### src/rtl/fpa_result_fifo.sv
// Classifying first-word-fall-through FIFO behind the registered FP adder.
// Each sum is stored together with its {nan, inf, zero, sub} class and drained through valid/ready.
module fpa_result_fifo #(
  parameter int EXP_SIZE    = 8,
  parameter int MANTIS_SIZE = 23,
  parameter int DEPTH       = 4
) (
  input  logic                              clk,
  input  logic                              rst,
  input  logic                              in_valid,
  input  logic [EXP_SIZE+MANTIS_SIZE:0]     in_number,
  output logic                              in_ready,
  output logic                              out_valid,
  output logic [EXP_SIZE+MANTIS_SIZE:0]     out_number,
  output logic [3:0]                        out_flags,
  input  logic                              out_ready,
  output logic [$clog2(DEPTH+1)-1:0]        count,
  output logic                              drop_err
);

  localparam int W     = 1 + EXP_SIZE + MANTIS_SIZE;
  localparam int PTR_W = $clog2(DEPTH);
  localparam int CNT_W = $clog2(DEPTH+1);

  logic [W+3:0]       storage [DEPTH];
  logic [PTR_W-1:0]   wr_ptr_q, wr_ptr_d;
  logic [PTR_W-1:0]   rd_ptr_q, rd_ptr_d;
  logic [CNT_W-1:0]   count_q, count_d;
  logic               drop_err_q, drop_err_d;
  logic               full, empty, push, pop;
  logic [EXP_SIZE-1:0]    exp_f;
  logic [MANTIS_SIZE-1:0] man_f;
  logic [3:0]             in_flags;

  assign exp_f = in_number[W-2 -: EXP_SIZE];
  assign man_f = in_number[MANTIS_SIZE-1:0];

  // Sign bit is deliberately ignored: -0 is still zero, -Inf still Inf.
  always_comb begin
    in_flags = 4'b0000;
    if (&exp_f) begin
      if (|man_f) in_flags = 4'b1000;
      else        in_flags = 4'b0100;
    end else if (exp_f == '0) begin
      if (|man_f) in_flags = 4'b0001;
      else        in_flags = 4'b0010;
    end
  end

  assign full  = (count_q == CNT_W'(DEPTH));
  assign empty = (count_q == '0);
  assign push  = in_valid & ~full;
  assign pop   = out_ready & ~empty;

  always_comb begin
    wr_ptr_d   = wr_ptr_q;
    rd_ptr_d   = rd_ptr_q;
    count_d    = count_q;
    drop_err_d = drop_err_q;
    if (push) wr_ptr_d = wr_ptr_q + PTR_W'(1);
    if (pop)  rd_ptr_d = rd_ptr_q + PTR_W'(1);
    if (push && !pop)      count_d = count_q + CNT_W'(1);
    else if (pop && !push) count_d = count_q - CNT_W'(1);
    // A pop in the same cycle does not rescue a word offered while full.
    if (in_valid && full) drop_err_d = 1'b1;
  end

  always_ff @(posedge clk) begin
    if (rst) begin
      wr_ptr_q   <= '0;
      rd_ptr_q   <= '0;
      count_q    <= '0;
      drop_err_q <= 1'b0;
    end else begin
      wr_ptr_q   <= wr_ptr_d;
      rd_ptr_q   <= rd_ptr_d;
      count_q    <= count_d;
      drop_err_q <= drop_err_d;
    end
  end

  // Storage has no reset; occupancy alone decides which entries are meaningful.
  always_ff @(posedge clk) begin
    if (push && !rst) storage[wr_ptr_q] <= {in_flags, in_number};
  end

  assign out_number = storage[rd_ptr_q][W-1:0];
  assign out_flags  = storage[rd_ptr_q][W+3:W];
  assign in_ready   = ~full;
  assign out_valid  = ~empty;
  assign count      = count_q;
  assign drop_err   = drop_err_q;

endmodule
### config.mk
export PLATFORM = sky130hd
export DESIGN_NAME = fpa_result_fifo
export DESIGN_NICKNAME = d
export VERILOG_FILES = /design/src/rtl/fpa_result_fifo.sv
export SDC_FILE = /design/constraint.sdc
export NUM_CORES = 1
export LEC_CHECK = 0
export BUFFER_PORTS_ARGS = -buffer_cell sky130_fd_sc_hd__buf_4
export CAP_MARGIN = 20
export CELL_PAD_IN_SITES_DETAIL_PLACEMENT = 2
export CELL_PAD_IN_SITES_GLOBAL_PLACEMENT = 2
export CORE_MARGIN = 2
export CORE_UTILIZATION = 38
export CTS_CLUSTER_DIAMETER = 50
export DETAILED_ROUTE_END_ITERATION = 16
export GPL_ROUTABILITY_DRIVEN = 0
export PLACE_DENSITY = 0.77
export SLEW_MARGIN = 30
export SYNTH_ARGS = -nofsm -noshare
export SYNTH_HDL_FRONTEND = slang
export SYNTH_SLANG_ARGS = --single-unit
### constraint.sdc
create_clock -name clk -period 2.9 [get_ports clk]
set_input_delay 0.145 -clock clk [delete_from_list [all_inputs] [get_ports clk]]
set_output_delay 0.145 -clock clk [all_outputs]
set_load 0.02 [all_outputs]
Word level (Yosys, flattened, before mapping)
Memory sizes are Yosys's and may differ from the RTL's. A register that Yosys moved wholly into a read port is not among the register bits.
Cells that the tools add are included.
{ "classes": {"add_sub_neg": 4, "eq_ne": 1, "muxes": 10, "n_bitwise": 4, "reduce_logical": 12} }
{ "ops": {"columns": ["operator", "count"], "rows": [
  ["$reduce_or 23->1", 1],
  ["$logic_not 8->1", 1],
  ["$mux 2", 4],
  ["$mux 4", 2],
  ["$reduce_and 8->1", 1],
  ["$mux 3", 2],
  ["$add 2x1->2 const B", 2],
  ["$logic_and 1x1->1", 4],
  ["$add 3x1->3 const B", 1],
  ["$eq 3x3->1 const B", 1],
  ["$logic_not 1->1", 3],
  ["$logic_not 3->1", 1],
  ["$sub 3x1->3 const B", 1],
  ["$and 1x1->1", 2],
  ["$mux 1", 2],
  ["$not 1->1", 2],
  ["$reduce_bool 2->1", 1]
]} }
{ "word_totals": {"ff_bits": 8, "mem_bits_rw": 144, "input_bits": 36, "out_inout_bits": 42, "elab_cells": 36, "n_memories": 1} }
{ "mem_list": {"columns": ["name", "words", "width", "read_ports", "rd_clocked_by_memory_dff", "wr", "line_no", "source"], "rows": [
  ["storage", 4, 36, 1, 1, 1, "25", "logic [W+3:0] storage [DEPTH];"]
]} }

Logic depth before layout (Yosys ltp)
Gate-level depths: netlist (run 1).
{ "logic_depth": {"word_depth": 7, "mapped_depth": 8, "mapped_depth_nobuf": 8} }

Worst setup path before layout (run 1)
OpenSTA, ideal clock, no wires.
{ "synth_path": {"path_kind": "reg2reg", "from": "register count_q[0], in the netlist count[0]", "to": "memory storage[0][0] (netlist bit) (enable)", "setup_ps": 397, "arrival_time_ps": 1847, "required_time_ps": 2503, "slack_ps": 657, "path_stages_with_launch": 4, "n_path_buf": 0, "period_less_slack_ps": 2243, "path_cell_list": "dfxtp_1 nor3b_4 nor3_1 and2_1"} }
{ "synth_between": {"elab_chain_len": 6} }
{ "synth_rtl": {"columns": ["element", "line_no", "source"], "rows": [
  ["start, declared", "28", "logic [CNT_W-1:0] count_q, count_d;"],
  ["start signal, assigned", "77", "count_q <= count_d;"],
  ["$eq 3x3->1", "50", "assign full = (count_q == CNT_W'(DEPTH));"],
  ["$not 1->1", "52", "assign push = in_valid & ~full;"],
  ["$and 1x1->1", "52", null],
  ["$logic_and 1x1->1", "84", "if (push && !rst) storage[wr_ptr_q] <= {in_flags, in_number};"],
  ["$mux 1", "84", null],
  ["$mux 1 (not written as such)", "84", null],
  ["end, declared", "25", null]
]} }
No other way between the ends.

==> results of run 1 <==
[layout by cell type (no fill, tap or decap), types with 4 or more instances in the layout]
master / count
sky130_fd_sc_hd__edfxtp_1: 144
sky130_fd_sc_hd__buf_4: 79
sky130_fd_sc_hd__dlygate4sd3_1: 34
sky130_fd_sc_hd__mux4_2: 30
sky130_fd_sc_hd__clkbuf_16: 17
sky130_fd_sc_hd__dfxtp_1: 8
sky130_fd_sc_hd__nor2_1: 7
sky130_fd_sc_hd__nor4_1: 7
sky130_fd_sc_hd__clkinv_2: 7
sky130_fd_sc_hd__a21oi_1: 6
sky130_fd_sc_hd__mux4_1: 6
sky130_fd_sc_hd__inv_1: 5
sky130_fd_sc_hd__ha_1: 5
sky130_fd_sc_hd__buf_12: 5
sky130_fd_sc_hd__nor3_1: 4
sky130_fd_sc_hd__and2_2: 4
sky130_fd_sc_hd__xor2_1: 4
[repair_timing]
action,4_1_cts,5_1_grt
resized for setup,0,0
hold buffers,34,0
hold endpoints to repair,137,0
[tightest hold or removal path, delay by kind of cell]
family,cells,cell delay [ns]
AO/OA/AOI/OAI,1,0.07
AND/OR/NAND/NOR,1,0.08
XOR/XNOR,1,0.08
buffers and inverters,1,0.12
[synthesized netlist by cell type]
| master | instances |
|---|---|
| sky130_fd_sc_hd__clkbuf_2 | 1 |
| sky130_fd_sc_hd__nor4_1 | 7 |
| sky130_fd_sc_hd__or3_1 | 3 |
| sky130_fd_sc_hd__buf_2 | 3 |
| sky130_fd_sc_hd__ha_1 | 5 |
| sky130_fd_sc_hd__nor2_1 | 7 |
| sky130_fd_sc_hd__dfxtp_1 | 10 |
| sky130_fd_sc_hd__and4_1 | 1 |
| sky130_fd_sc_hd__nor3b_4 | 1 |
| sky130_fd_sc_hd__and2_1 | 5 |
| sky130_fd_sc_hd__nand2_1 | 2 |
| sky130_fd_sc_hd__mux4_1 | 6 |
| sky130_fd_sc_hd__or2_2 | 1 |
| sky130_fd_sc_hd__nand4_1 | 3 |
| sky130_fd_sc_hd__nand3b_1 | 1 |
| sky130_fd_sc_hd__mux4_2 | 30 |
| sky130_fd_sc_hd__xor2_1 | 4 |
| sky130_fd_sc_hd__o31ai_2 | 1 |
| sky130_fd_sc_hd__clkbuf_1 | 1 |
| sky130_fd_sc_hd__buf_6 | 1 |
| sky130_fd_sc_hd__o21ai_0 | 3 |
| sky130_fd_sc_hd__nor3_1 | 4 |
| sky130_fd_sc_hd__a21oi_1 | 6 |
| sky130_fd_sc_hd__o311ai_0 | 1 |
| sky130_fd_sc_hd__inv_1 | 5 |
| sky130_fd_sc_hd__mux2i_1 | 1 |
| sky130_fd_sc_hd__edfxtp_1 | 144 |
| sky130_fd_sc_hd__buf_12 | 3 |
| sky130_fd_sc_hd__fa_1 | 1 |
[flip-flops by register name, summed over array words and instances (netlist names), named ones only]
register	flops
count	3
rd_ptr_q	2
wr_ptr_q	2
storage	144
drop_err	1
[area by class of cell]
class	instances	area, sq um
Fill cell	1334	7530
Multi-Input combinational cell	93	1240
Clock inverter	10	98.8
Sequential cell	154	4530
Tap cell	188	235
Timing Repair Buffer	118	1030
Clock buffer	22	464
Inverter	5	18.8
[metrics by stage]
step / hold slack, ns / area (sq um) / worst slack, ns / total power, uW
final: 0.106 / 7620 / 0.613 / 6430
after global routing: 0.144 / 7620 / 0.458 / 6680
after CTS: 0.0956 / 7620 / 0.541 / 6510
after detailed placement: 0.363 / 6710 / 0.716 / 4330
after global placement: 0.353 / 6710 / 0.876 / 4280
after floorplan: 0.244 / 5870 / 0.657 / 3750
[metal layers]
layer,wire length (um),vias up,track usage
met4,191,0,0.0621
met3,513,17,0.0476
met5,0,-,0
met2,7350,77,0.313
met1,5780,1599,0.220
li1,-,1353,-
[how the worst max path moves through the flow]
stage	to	slack [ns]	depth (start not counted)
finish	out_number[24]	0.61	3
detailed placement	count[2]	0.72	7
global route	out_number[24]	0.46	3
floorplan	storage[0][0]	0.66	3
global placement	count[2]	0.88	7
CTS	out_number[24]	0.54	3
[cell families after synthesis]
logic type | Yosys count | synth area share
AO/OA/AOI/OAI | 11 | 0.0113
XOR/XNOR | 4 | 0.00596
adder cells (fa/ha/maj) | 6 | 0.0141
buffers and inverters | 14 | 0.0194
flip-flops | 154 | 0.770
multiplexers | 37 | 0.144
AND/OR/NAND/NOR | 35 | 0.0354
[power by group through the flow]
| stage | registers [uW] | clock network [uW] | logic, uW |
|---|---|---|---|
| detailed placement | 2740 | 0 | 1590 |
| global placement | 2720 | 0 | 1560 |
| floorplan | 2690 | 0 | 1050 |
| finish | 2690 | 2130 | 1600 |
| global route | 2710 | 2260 | 1710 |
| CTS | 2700 | 2170 | 1640 |
==> results.env, run 1 <==
RUN_STATUS='finished, final reports clean'
WORST-R2R-SETUP-SLACK_NS=0.69
SETUP_TNS_FINAL_NS=0
DETAILEDROUTE.FIRSTITERATIONVIOLATIONS=131
WORST_PATH_MAX_DELAY_CELL='sky130_fd_sc_hd__mux4_1'
FIRST_GLOBAL_VIAS=3444
HPWLAFTERDP_UM=8800
DR.PASS1.ITERS=4
CTSLONGESTPATHBUFFERS=2
TOTALWIRELENGTH_UM=13800
WORST_SETUP_PATH_END_KIND='primary output'
HOLDCRITPATHCLASS='in2reg'
CP_DATA_ARRIVAL_TIME_NS=2.14
NUMPORTBUFFERS=77
POWER.SHARE.SEQUENTIAL=0.419
RR_WORST_DEPTH=4
MAX_CLOCK_FREQ_GHz=0.437
CORE_AREA_SQ_MM=0.0151
SYNTHESIS.AREA_SQ_MM=0.00587
POWER.COMBINATIONAL.FRACTION=0.249
SYNTH_WARNINGS=0
HOLD_PATH_DEPTH=4
MIN_PERIOD_OVER_PERIOD=0.789
GRT_START_MAX_NET_PINS=28
SYN-INSTANCE-COUNT=261
PATH_CLK_SLEW_NS=0.06
GLOBAL_ROUTE.USAGE.TOTAL=0.180
CRIT_FAMILY='multiplexers'
MAX_SLEW_MARGIN=0.597
FLOORPLAN.DIE.HEIGHT_UM=128
FLOORPLAN.DIE.WIDTH_UM=128
ANT_NETS=0
SYN-NUM-NETS=303
SYNTH_TOP_CELLS_BY_AREA='sky130_fd_sc_hd__edfxtp_1 (74%), sky130_fd_sc_hd__mux4_2 (12%), sky130_fd_sc_hd__dfxtp_1 (3.4%)'
PWR-SHARE-CLK=0.332
CRITICALPATHCATEGORY='reg2out'
WORSTHOLDSTART='out_ready'
CLK-INSERTION-DELAY-LATE_NS=0.42
NUM_ROWS=45
SYNTH.LARGEST_AREA_CELL='sky130_fd_sc_hd__edfxtp_1'
OVERFLOW_LEFT_AFTER_GLOBAL_ROUTING=0
RSZ_0062_RAISED_AFTER_GLOBAL_ROUTING='no'
PEAKVDDDROP_mV=0.537
DRCVIOLATIONCOUNT=0
H_TREE_LEVEL_COUNT=4
P_SWITCHING_uW=1770
P_PER_AREA_mW_PER_MM2=843
MAX_STAGE_DELAY_NS=0.64
R2R-START='count[0]'
SYNTH_CELL_TYPE_COUNT=29
NUMCTSBUFFERS=17
CRIT_FANOUT=27
ROUTED_WIRE_LENGTH_PER_INSTANCE_UM=23.5
SWSHARE=0.275
TIMING.CRITICAL_PATH.REQUIRED_NS=2.76
CELLINTERNALPOWER_uW=4660
LEAKAGE_uW=0.00262
CLOCK_SKEW_NS=0.00574
TRITONCTS_NUM_SINKS=154
FLOORPLAN.DIE_AREA_SQ_MM=0.0165
ANTENNA_CELLS_INSERTED=0
CAP_VIOL_MAX_COUNT=0
TIGHTEST_SLEW_NS=0.599
TIMING.CRITICAL_PATH.FROM_TYPE='flip-flop'
CRITPATHBUFINV=2
DRIVE_ABOVE_1_SHARE=0.376
INITIAL_UTILIZATION=0.388
CLOCK_TREE_FROM_TRITONCTS='done'
REPORT.FINAL.SETUP_VIOL=0
CRITICAL_PATH.CELL_CHAIN='buf_12 -> mux4_1 -> buf_4'
LAYOUT_MIN_CYCLE_TIME_NS=2.29
DP.CELLS=524
FINAL_MAX_SLEW_VIOL_COUNT=0
POSTLAYOUTCOREUTIL=0.503
SYNTH.YOSYS.SEQ_AREA_SHARE=0.770
ANTENNA_VIOLATIONS_BEFORE_REPAIR=0
VIAS=3046
VIASPERCELL=5.16
SYNTH_AREA_PER_CELL_SQ_UM=22.5
CTS-ROOT-BUF='sky130_fd_sc_hd__clkbuf_16'
NUM_IO_PINS=78
LAYOUTNONFILLERINSTCOUNT=590
DESIGN.FINAL.NETS=431
SYNTH_TOP_AREA_SHARE=0.736
SYN2LAYOUT_AREA_GROWTH_PCT=29.7
HOLD_VIOLATIONS=0
WORSTHOLDENDPOINT='rd_ptr_q[0]'
POST_CTS_BUFFERS=0
GRT_FIRST_PASS_WIRELENGTH_UM=21200
SYNTH.FF_LATCH_COUNT=154
CRITICAL_PATH.REG2REG.ENDPOINT='storage[2][19]'
No activity file was read; power rests on OpenSTA's default activity.
==> run 2, diff against run 1 <==
--- a/config.mk
+++ b/config.mk
@@ -14,7 +14,7 @@
 export CTS_CLUSTER_DIAMETER = 50
 export DETAILED_ROUTE_END_ITERATION = 16
 export GPL_ROUTABILITY_DRIVEN = 0
-export PLACE_DENSITY = 0.77
+export PLACE_DENSITY = 0.8
 export SLEW_MARGIN = 30
 export SYNTH_ARGS = -nofsm -noshare
 export SYNTH_HDL_FRONTEND = slang
==> constraint.sdc (replaced) <==
create_clock -name clk -period 2.1 [get_ports clk]
set_input_delay 0.105 -clock clk [delete_from_list [all_inputs] [get_ports clk]]
set_output_delay 0.105 -clock clk [all_outputs]
set_load 0.02 [all_outputs]
==> run 2 against run 1 <==
  * Wire length shrank 5.4%
  * Worst setup slack lost 0.50 ns
  * Largest cell class unchanged
  * Non-clock buffer count grew 6
  * Critical path depth is the same
  * Largest power group unchanged
  * Clock-buffer cell count shrank 4
  * Sequential share of layout area shrank 0.40 points
  * Power grew 36%
==> results.env, run 2 (synthesis gave the netlist of run 1 again) <==
CP_DATA_ARRIVAL_TIME_NS=1.88  # was 2.14 ns
PATH_CLK_SLEW_NS=0.06  # about the same
HOLDCRITPATHCLASS='in2reg'  # unchanged
NUM_IO_PINS=78  # unchanged
ANTENNA_CELLS_INSERTED=0  # unchanged
CTSLONGESTPATHBUFFERS=2  # unchanged
GRT_UTIL_MET3=0.0405  # was 0.0476
ANTENNA_VIOLATIONS_BEFORE_REPAIR=0  # unchanged
TIMING.CRITICAL_PATH.FROM_TYPE='flip-flop'  # unchanged
P_SWITCHING_uW=2430  # was 1770 uW
POSTLAYOUTSETUPSLACKWORST_NS=0.114  # was 0.613 ns
PWR-SHARE-CLK=0.310  # was 0.332
DRCVIOLATIONCOUNT=0  # unchanged
CLK-INSERTION-DELAY-LATE_NS=0.42  # about the same
FLOORPLAN.DIE.WIDTH_UM=128  # unchanged
H_TREE_LEVEL_COUNT=4  # unchanged
GROUTE.LAYER.MET1.USAGE=0.198  # was 0.220
FINAL_LAYOUT_FILL_CELL_COUNT=1342  # was 1334
REGMOSTFLOPS='storage'  # unchanged
LAYOUTNONFILLERINSTCOUNT=596  # was 590
SYN2LAYOUT_AREA_GROWTH_PCT=30.7  # was 29.7%
MAX_SLEW_MARGIN=0.602  # was 0.597
POWER.COMBINATIONAL.FRACTION=0.271  # was 0.249
RUN_STATUS='finished, final reports clean'  # unchanged
TIGHTEST_SLEW_NS=0.591  # was 0.599 ns
POST-ROUTE-CELL-AREA_SQ_MM=0.00767  # was 0.00762 sq mm
MOSTFREQUENTLAYOUTCELL='sky130_fd_sc_hd__edfxtp_1'  # unchanged
ANT_NETS=0  # unchanged
PRECTSSETUPSLACK_NS=-0.0577  # was 0.716 ns
ROUTED_WIRE_LENGTH_PER_INSTANCE_UM=22.0  # was 23.5 um
TOTALWIRELENGTH_UM=13100  # was 13800 um
DR.PASS1.ITERS=4  # unchanged
REPORT.FINAL.SETUP_VIOL=0  # unchanged
MAX_CLOCK_FREQ_GHz=0.503
CRITICALPATHCATEGORY='reg2out'  # unchanged
CORE_AREA_SQ_MM=0.0151  # unchanged
WORST_SETUP_PATH_END_KIND='primary output'  # unchanged
DRIVE_ABOVE_1_SHARE=0.387  # was 0.376
USE_MET2=0.297  # was 0.313
DP.CELLS=528  # was 524
NUM_ROWS=45  # unchanged
TIMING.CRITICAL_PATH.REQUIRED_NS=2.00  # was 2.76 ns
GRT_START_MAX_NET_PINS=37  # was 28
POSTLAYOUTCOREUTIL=0.507  # was 0.503
NUMCTSBUFFERS=17  # unchanged
HPWLAFTERDP_UM=7910  # was 8800 um
OVERFLOW_LEFT_AFTER_GLOBAL_ROUTING=0  # unchanged
MIN_PERIOD_OVER_PERIOD=0.946
CLOCK_SKEW_NS=0.00622  # was 0.00574 ns
P_PER_AREA_mW_PER_MM2=1140  # was 843 mW/mm^2
CELLINTERNALPOWER_uW=6320  # was 4660 uW
VIAS=3056  # was 3046
MOSTFREQUENTLAYOUTCELLS='sky130_fd_sc_hd__edfxtp_1 (144), sky130_fd_sc_hd__buf_4 (83), sky130_fd_sc_hd__dlygate4sd3_1 (34)'  # was sky130_fd_sc_hd__edfxtp_1 (144), sky130_fd_sc_hd__buf_4 (79), sky130_fd_sc_hd__dlygate4sd3_1 (34)
CLOCK_TREE_FROM_TRITONCTS='done'  # unchanged
DETAILEDROUTE.FIRSTITERATIONVIOLATIONS=181  # was 131
RSZ_0062_RAISED_AFTER_GLOBAL_ROUTING='no'  # unchanged
LARGEST_REGISTER_FFS=144  # unchanged
POWER.SHARE.SEQUENTIAL=0.419  # about the same
FINAL_MAX_SLEW_VIOL_COUNT=0  # unchanged
LAYOUT_MIN_CYCLE_TIME_NS=1.99
FLOORPLAN.DIE.HEIGHT_UM=128  # unchanged
TRITONCTS_NUM_SINKS=154  # unchanged
FLOORPLAN.DIE_AREA_SQ_MM=0.0165  # unchanged
SWSHARE=0.278  # was 0.275
PEAKVDDDROP_mV=0.618  # was 0.537 mV
CTS-ROOT-BUF='sky130_fd_sc_hd__clkbuf_16'  # unchanged
VIASPERCELL=5.13  # was 5.16
INITIAL_UTILIZATION=0.388  # unchanged
LEAKAGE_uW=0.00264  # was 0.00262 uW
DETAILED_PLACE.AREA_SQ_MM=0.00676  # was 0.00671 sq mm
NUMPORTBUFFERS=77  # unchanged
FIRST_GLOBAL_VIAS=3477  # was 3444
GRT_FIRST_PASS_WIRELENGTH_UM=19700  # was 21200 um
GLOBAL_ROUTE.USAGE.TOTAL=0.168  # was 0.180
DESIGN.FINAL.NETS=437  # was 431
TOP_USAGE_LAYER='met2'  # unchanged
CRIT_FANOUT=18  # was 27
HOLD_VIOLATIONS=0  # unchanged
CAP_VIOL_MAX_COUNT=0  # unchanged
==> run 2: layer usage <==
metal,up-vias,share of wire
li1,1370,-
met1,1594,0.41
met2,75,0.53
met3,17,0.037
met4,0,0.018
met5,-,0
==> run 2: final timing paths <==
check             slack (ns)  cells after the start           end      start
setup / recovery        0.11                      3  out_flags[2]  flip-flop
hold / removal          0.06                      4     flip-flop  out_ready
setup reg to reg        0.15                      7      count[2]   count[0]
hold reg to reg         0.48                      2      drop_err   drop_err
==> run 2: layout make-up <==
cell class	instances	area, sq um	area share
Clock buffer	18	429	0.0559
Inverter	5	18.8	0.00245
Timing Repair Buffer	124	1120	0.145
Clock inverter	14	87.6	0.0114
Sequential cell	154	4530	0.590
Tap cell	188	235	0.0306
Multi-Input combinational cell	93	1260	0.164
==> run 2: worst max-delay path: stages (launching register included) <==
cell                      delay [ns]
sky130_fd_sc_hd__dfxtp_2        0.42
sky130_fd_sc_hd__buf_16         0.22
sky130_fd_sc_hd__mux4_1         0.64
sky130_fd_sc_hd__buf_4          0.19
==> run 2: repair_timing <==
action,in CTS,in global routing
hold buffers,34,0
endpoints found under the setup margin,1,4
gates cloned,0,1
endpoints found under the hold margin,138,0
resized for setup,3,5
pin swaps,1,2
setup buffers,0,1
==> run 2: power by group through the flow <==
stage,sequential [uW],combinational (uW),clock (uW)
finish,3670,2370,2710
global route,3690,2530,2890
CTS,3660,2340,2790
detailed placement,3710,2270,0
global placement,3690,2220,0
floorplan,3720,1460,0
==> run 2: metrics by stage <==
step	hold WS [ns]	total power, uW	TNS [ns]
floorplan	0.204	5170	0
global route	0.0748	9110	0
global placement	0.306	5910	0
detailed placement	0.311	5980	-0.0577
CTS	0.0320	8790	0
finish	0.0587	8750	0
